### src/rtl/sw_loop_sched.sv
// ---------------------------------------------------------------------------
// sw_loop_sched
//   Round-robin scheduler interleaving NT copies of a guarded counting loop.
//   Each thread owns a counter X and a program location PC (L0..L6). At most
//   one thread advances one loop step per granted cycle; the others hold.
//   A sticky violation flag rises when any thread reaches the error location
//   L6.
//
//   Ports
//     clk      in   1     clock, rising edge
//     rst_n    in   1     asynchronous reset, active low
//     start    in   1     one-cycle pulse; (re)initialises threads, begins run
//     stall    in   1     1 = no grant this cycle, all state holds
//     grant    out  NT    one-hot grant of the thread stepped last cycle
//     busy     out  1     scheduler running
//     done     out  1     run finished (no thread left to step)
//     viol     out  1     sticky; some thread has reached L6
//     x_flat   out  NT*W  thread i's X at [i*W +: W]
//     pc_flat  out  NT*3  thread i's PC at [i*3 +: 3]
//     steps    out  16    granted steps since start, saturating
// ---------------------------------------------------------------------------

// Per-thread loop state. Steps only when the scheduler selects it.
module sw_loop_thread #(
    parameter int W     = 6,
    parameter int KINIT = 0,
    parameter int KINC  = 3,
    parameter int KCOND = 17,
    parameter int KPROP = 19
) (
    input  logic         clk,
    input  logic         rst_n,
    input  logic         init,
    input  logic         step,
    output logic [W-1:0] x,
    output logic [2:0]   pc,
    output logic         req,
    output logic         err
);
    localparam logic [W-1:0] X_INIT = W'(KINIT);
    localparam logic [W-1:0] X_INC  = W'(KINC);
    // Bounds compared at 32 bits so a bound >= 2^W still reads as "always below".
    localparam logic [31:0]  COND_B = 32'(KCOND);
    localparam logic [31:0]  PROP_B = 32'(KPROP);

    localparam logic [2:0] L0 = 3'd0;
    localparam logic [2:0] L1 = 3'd1;
    localparam logic [2:0] L2 = 3'd2;
    localparam logic [2:0] L3 = 3'd3;
    localparam logic [2:0] L4 = 3'd4;
    localparam logic [2:0] L5 = 3'd5;
    localparam logic [2:0] L6 = 3'd6;

    logic lt_cond, lt_prop;
    assign lt_cond = 32'(x) < COND_B;
    assign lt_prop = 32'(x) < PROP_B;

    // L5 (exit) and L6 (error) are terminal: they never request a step.
    assign req = (pc != L5) && (pc != L6);
    assign err = (pc == L6);

    always_ff @(posedge clk or negedge rst_n) begin
        if (!rst_n) begin
            x  <= X_INIT;
            pc <= L0;
        end else if (init) begin
            x  <= X_INIT;
            pc <= L0;
        end else if (step) begin
            case (pc)
                L0: pc <= L1;
                L1: begin
                    if (lt_prop) begin
                        x  <= x + X_INC;
                        pc <= L2;
                    end else begin
                        pc <= L6;
                    end
                end
                L2: pc <= L3;
                L3: pc <= lt_cond ? L1 : L4;
                L4: pc <= lt_prop ? L5 : L6;
                default: pc <= pc;
            endcase
        end
    end
endmodule

module sw_loop_sched #(
    parameter int NT    = 2,
    parameter int W     = 6,
    parameter int KINIT = 0,
    parameter int KINC  = 3,
    parameter int KCOND = 17,
    parameter int KPROP = 19
) (
    input  logic            clk,
    input  logic            rst_n,
    input  logic            start,
    input  logic            stall,
    output logic [NT-1:0]   grant,
    output logic            busy,
    output logic            done,
    output logic            viol,
    output logic [NT*W-1:0] x_flat,
    output logic [NT*3-1:0] pc_flat,
    output logic [15:0]     steps
);
    localparam int PW = (NT > 1) ? $clog2(NT) : 1;

    typedef enum logic [1:0] {S_IDLE, S_RUN, S_DONE} state_t;

    state_t                  state;
    logic [PW-1:0]           ptr;
    logic [NT-1:0]           req, err, step_vec, sel_oh;
    logic [NT-1:0][W-1:0]    x_q;
    logic [NT-1:0][2:0]      pc_q;
    logic                    sel_vld;
    logic [PW-1:0]           sel_idx;
    logic                    fire, init;

    // A start only re-initialises when not already running.
    assign init = start && (state != S_RUN);
    assign fire = (state == S_RUN) && !stall && sel_vld;

    // Round-robin pick: first requester at or after ptr, wrapping.
    always_comb begin
        sel_vld = 1'b0;
        sel_idx = '0;
        for (int k = 0; k < NT; k++) begin
            if (!sel_vld && req[(int'(ptr) + k) % NT]) begin
                sel_vld = 1'b1;
                sel_idx = PW'((int'(ptr) + k) % NT);
            end
        end
    end

    always_comb begin
        sel_oh = '0;
        for (int i = 0; i < NT; i++)
            sel_oh[i] = (sel_idx == PW'(i));
    end

    assign step_vec = sel_oh & {NT{fire}};

    generate
        for (genvar i = 0; i < NT; i++) begin : g_thr
            sw_loop_thread #(
                .W(W), .KINIT(KINIT), .KINC(KINC), .KCOND(KCOND), .KPROP(KPROP)
            ) u_thr (
                .clk  (clk),
                .rst_n(rst_n),
                .init (init),
                .step (step_vec[i]),
                .x    (x_q[i]),
                .pc   (pc_q[i]),
                .req  (req[i]),
                .err  (err[i])
            );
        end
    endgenerate

    // Packed arrays lay element i out at [i*W +: W] / [i*3 +: 3].
    assign x_flat  = x_q;
    assign pc_flat = pc_q;

    always_ff @(posedge clk or negedge rst_n) begin
        if (!rst_n) begin
            state <= S_IDLE;
            ptr   <= '0;
            grant <= '0;
            busy  <= 1'b0;
            done  <= 1'b0;
            viol  <= 1'b0;
            steps <= '0;
        end else begin
            // viol tracks PC one cycle late and stays up until the next start.
            viol <= viol | (|err);
            case (state)
                S_RUN: begin
                    grant <= '0;
                    if (!stall) begin
                        if (!sel_vld) begin
                            state <= S_DONE;
                            busy  <= 1'b0;
                            done  <= 1'b1;
                        end else begin
                            grant <= sel_oh;
                            ptr   <= (sel_idx == PW'(NT - 1)) ? '0 : sel_idx + 1'b1;
                            if (steps != 16'hFFFF)
                                steps <= steps + 16'd1;
                        end
                    end
                end
                default: begin
                    grant <= '0;
                    if (start) begin
                        state <= S_RUN;
                        busy  <= 1'b1;
                        done  <= 1'b0;
                        ptr   <= '0;
                        steps <= '0;
                        viol  <= 1'b0;
                    end
                end
            endcase
        end
    end
endmodule

### config.mk
export PLATFORM = sky130hd
export DESIGN_NAME = sw_loop_sched
export DESIGN_NICKNAME = d
export VERILOG_FILES = /design/src/rtl/sw_loop_sched.sv
export SDC_FILE = /design/constraint.sdc
export NUM_CORES = 1
export LEC_CHECK = 0
export ABC_AREA = 0
export CORE_MARGIN = 4
export CORE_UTILIZATION = 55
export DETAILED_ROUTE_END_ITERATION = 10
export PLACE_DENSITY_LB_ADDON = 0.1
export SYNTH_ARGS = -nofsm -noshare
export SYNTH_HDL_FRONTEND = slang
export SYNTH_SLANG_ARGS = --single-unit
### constraint.sdc
create_clock -name clk -period 3.3 [get_ports clk]
set_input_delay 0.99 -clock clk [delete_from_list [all_inputs] [get_ports clk]]
set_output_delay 0.99 -clock clk [all_outputs]
set_load 0.01 [all_outputs]
After elaboration in Yosys (flattened, before gate mapping):

Index checks and enable logic that the tools add are counted.

* register bits after elaboration: 42
* bits of input ports: 4
* output and inout bits: 39
* word-level logic and storage cells: 129

* add/subtract/negate cells: 5
* order comparisons: 6
* equality and inequality tests: 21
* multiplexer cells: 55
* bitwise logic cells: 4
* reductions and logical operators: 27

Operators by type and width (count)
* 16-bit two-way mux: 5
* 6-bit two-way mux: 8
* 3-bit case mux with 5 select lines: 2
* 6-bit by 5-bit < comparator with 1-bit output, second input constant: 4
* 3-bit two-way mux: 8
* 1-bit two-way mux: 23
* 2-bit two-way mux: 9
* 16-bit by 1-bit adder with 16-bit output, second input constant: 1
* 16-bit inequality test, second input constant: 1
* 2-bit nonzero test: 7
* 6-bit by 2-bit adder with 6-bit output, second input constant: 2
* 3-bit by 2-bit == test with 1-bit output, second input constant: 4
* 3-bit == test, second input constant: 4
* 3-bit inequality test, second input constant: 4
* 3-bit AND reduction: 4
* 6-bit nonzero test: 2
* 3-bit by 1-bit == test with 1-bit output, second input constant: 2
* 1-bit logical AND: 6
* 3-bit zero test: 2
* 2-bit inequality test, second input constant: 3
* 2-bit by 1-bit inequality test with 1-bit output, second input constant: 2
* 2-bit AND reduction: 2
* 4-bit AND reduction: 1
* 2-bit by 3-bit < comparator with 1-bit output, second input constant: 1
* 9 further kinds: 11

Depth between registers and ports, before layout:

* word-level depth: 13
* gate-level depth with buffers: 7
* depth with buffers taken out: 6

Cells and area by module:

From an unflattened synthesis, not the netlist that was laid out.

* cells, all modules: 261
* area total of the unflattened synthesis: 2446.1 µm²

Modules (own cells, without submodules)
* sw_loop_sched: times used 1, cells each 137, area an instance 1285.0 µm², sequential area each 550.5 µm²
* sw_loop_thread: times used 2, cells each 62, area an instance 580.6 µm², sequential area each 225.2 µm²

Worst setup path after synthesis:

OpenSTA, ideal clock, no wires.

* path type: reg-to-reg
* start: register g_thr[0].u_thr.x[0]
* end: register g_thr[0].u_thr.x[3]
* setup time: 78 ps
* arrival time: 2213 ps
* required time: 3222 ps
* setup slack: 1009 ps
* stages on the path, launching flop included: 7
* buffers on the path: 0
* period minus slack after synthesis: 2291 ps
* cell sequence: dfrtp_1 > ha_1 > or3_1 > a211o_1 > a2111o_1 > or3_1 > a21oi_1

* word-level cells in the longest chain between the ends: 5
* elaborated cells between the ends (all ways): 8
* those cells by class: 1 x add/sub; 1 x order compare; 4 x mux; 2 x reduce/logical

Ends and longest elaborated chain
* start, declared: line 35 `output logic [W-1:0] x,`
* start signal, assigned: line 74 `x <= x + X_INC;`
* 6-bit by 2-bit adder with 6-bit output: line 74
* 6-bit two-way mux: line 73 `if (lt_prop) begin`
* 6-bit two-way mux: line 70 `case (pc)`
* 6-bit two-way mux: line 69 `end else if (step) begin`
* 6-bit two-way mux: line 66 `end else if (init) begin`

Several ways; a longest one is shown, not always the timed one. The select of a mux whose other input is x is not followed.
A chain may end at the register's enable or synchronous reset.

Worst setup path after layout:

* start: input port start
* end: register steps[7]

* word-level cells in the longest chain between the ends: 2

Ends and longest elaborated chain
* start, declared: line 99 `input logic start,`
* 2-bit nonzero test (no source line)
* 4-bit AND reduction (no source line)
* end signal, assigned: line 191 `steps <= steps + 16'd1;`
* end, declared: line 107 `output logic [15:0] steps`

No other way between the ends.

==> summary.txt <==
biggest fanout along the worst timing path: 6
DRC Markers: 0
ANT cells: 0
largest net degree at the start of global routing: 41
Clock Skews: 7.81 ps
Ports: 43
GR Overflow Total: 0
Finished Cell Area: 2710 sq um
placed wire-length estimate: 3.35 mm
Post-Place Cells: 313
outcome: finished clean
I/O Buffers: 42
Final Power: 2.28 mW
part of the power in the clock network: 0.178
fmax: 0.393 GHz
nets@finish: 281
syn_nets: 238
sequential share of power: 0.370
CP top delay family: simple AND/OR/NAND/NOR gates
Iter 0 DRT Violations: 85
total wire length: 4.68 mm
Slew HR: 0.420
CTS root buffer: clkbuf_8
max incr delay on CP: 630 ps
most common flop cell mapped by yosys: dfrtp_1
setup TNS: 0 ps
crit path capture type: flop
worst path required time: 3530 ps
crit-path cells: clkdlybuf4s50_1, inv_1, mux2i_1, o211ai_2, or4b_2, a21oi_1
Mapped Area: 2150 sq um
initial antenna violation count: 0
first-pass GRT wire length: 8.22 mm
net switching power: 0.907 mW
CTS tree: yes
average size of a mapped cell: 9.39 sq um
Post-synth EDFFs: 0
die area: 4980 sq um
CP Launch Type: primary input
area of the core: 3720 sq um
Seq/Total Area, Yosys: 0.465
count of warnings emitted by yosys: 0
Comb power frac: 0.452
worst min-delay path class: reg2reg
Final setup violation count: 0
Clk Latency, worst-skew pair: 300 ps
final core utilization: 0.730
placed cell area: 2600 sq um
largest area contributor in the netlist: dfrtp_1
total iterations of the first detailed-routing run: 4
DR WL/cell: 14.6 um
asr flop ratio synth: 1.00
MaxCap Viol Count: 0
post-cts hold buffer count: 0
Final Hold Viols: 0
CTS sink cnt: 40
worst-margin pin slew: 870 ps
Synth area leaders: dfrtp_1 (47%), a21oi_1 (5.4%), nand2_1 (4.0%), or3_1 (3.8%), o21ai_0 (3.0%)
Int Power: 1.37 mW
Static Leak: 1.15 nW
fin crit share: 0.770
FF+latch count, synth: 40
FILL cells: 314
CTS Buf Count: 5
PostCTS Resize Cnt: 0
Tmin final: 2540 ps
vias in the first global route: 1815
Cells after Synth: 229
Die Wd: 70.5 um
post-route ant nets: 0
Clock Tree Buf Depth: 2
# rows: 22
max-slew violation count: 0
Max H-tree Level: 2
overall routing resource usage: 0.199
Worst EP arrival: 2770 ps
Max VDD drop: 0.000472 V
Sw Ratio: 0.399
critical path class: in2reg
RSZ-0062 raised after global routing: false
Synth cell types: 52
Post-CTS Setup Bufs: 0
via count: 1851
Non-Filler Instances: 321
pwr dens: 838 nW/um^2
crit path max-delay cell type: or4b_2
area grow syn2layout: 26.2%
post-synth top area share: 0.465
Worst Path Buf+Inv: 2
chip height: 70.5 um
layout cells sized above 1: 0.0586
Starting Density: 0.579
gp weighted congestion: 0.750
clock slew at reported path FFs: 80 ps
mean number of vias per cell: 5.77
-- cells in the mapped netlist (3+ instances only) --
| cell type | count |
|---|---|
| nor2_1 | 9 |
| inv_1 | 17 |
| ha_1 | 5 |
| o31ai_1 | 6 |
| clkbuf_1 | 4 |
| or4_1 | 5 |
| nand2b_1 | 4 |
| a211o_1 | 4 |
| nor3_1 | 3 |
| nand2_1 | 23 |
| mux2i_1 | 3 |
| or3_1 | 13 |
| xnor2_1 | 3 |
| dfrtp_1 | 40 |
| buf_2 | 3 |
| nand3_1 | 7 |
| a21oi_1 | 23 |
| o21ai_0 | 13 |
-- layout make-up --
class                           instances  area, sq um  area share
Multi-Input combinational cell        163         1040       0.383
Inverter                               17         63.8      0.0235
Tap cell                               48         60.1      0.0221
Clock inverter                          3         42.5      0.0157
Timing Repair Buffer                   45          438       0.161
Clock buffer                            5         68.8      0.0254
Sequential cell                        40         1000       0.369
-- metrics by stage --
stage	setup slack, ps	hold WS, ps
after CTS	762	536
after floorplan	1010	494
after global placement	473	521
final	759	535
after global routing	652	560
after detailed placement	443	526
-- cells in the final DEF, fill, tap and decap left out, types with 3 or more instances in the layout --
cell type	n
ha_1	5
o21ai_0	13
nor2_1	9
nor3_1	3
or3_1	13
or4_1	5
inv_1	17
xnor2_1	3
clkbuf_8	5
o31ai_1	6
nand2b_1	4
a211o_1	4
nand2_1	23
nand3_1	7
dfrtp_1	40
a21oi_1	23
mux2i_1	3
clkdlybuf4s50_1	41
buf_4	3
-- layer usage --
layer	wire, um	vias up	global-route usage
li1	-	924	-
met1	2170	888	0.255
met2	2300	33	0.341
met3	169	6	0.0455
met4	45	0	0.0501
met5	0	-	0
-- registers in the layout, indices dropped and copies added, names as in the netlist --
name,cells
grant,2
steps,16
g_thr.u_thr.pc,6
ptr,1
state,1
done,1
g_thr.u_thr.x,12
viol,1
-- path summary, 6_finish.rpt --
kind	startpoint	end	slack, ps	cells after the start
max in group asynchronous	rst_n	viol	1950	1
hold / removal	ptr	ptr	540	1
hold reg to reg	ptr	ptr	540	1
setup / recovery	start	steps[7]	760	6
min in group asynchronous	rst_n	steps[11]	800	1
setup reg to reg	g_thr[0].u_thr.x[0]	g_thr[0].u_thr.x[3]	870	6
-- logic make-up (layout without fill, tap and decap cells) --
| kind of cell | count (synthesis) | in the layout | synth area share |
|---|---|---|---|
| AND/OR/NAND/NOR | 80 | 80 | 0.198 |
| flip-flops | 40 | 40 | 0.465 |
| buffers and inverters | 26 | 70 | 0.0512 |
| XOR/XNOR | 5 | 5 | 0.0204 |
| adder cells (fa/ha/maj) | 5 | 5 | 0.0291 |
| AO/OA/AOI/OAI | 69 | 69 | 0.216 |
| multiplexers | 4 | 4 | 0.0192 |
-- power by group through the flow --
stage	clock network (mW)	logic, mW	registers, mW
after floorplan	0	0.597	0.854
after global placement	0	1.02	0.845
after detailed placement	0	1.03	0.849
after CTS	0.413	1.04	0.841
after global routing	0.434	1.15	0.873
final	0.405	1.03	0.841
Note: power is estimated with default switching activity, not from simulation.
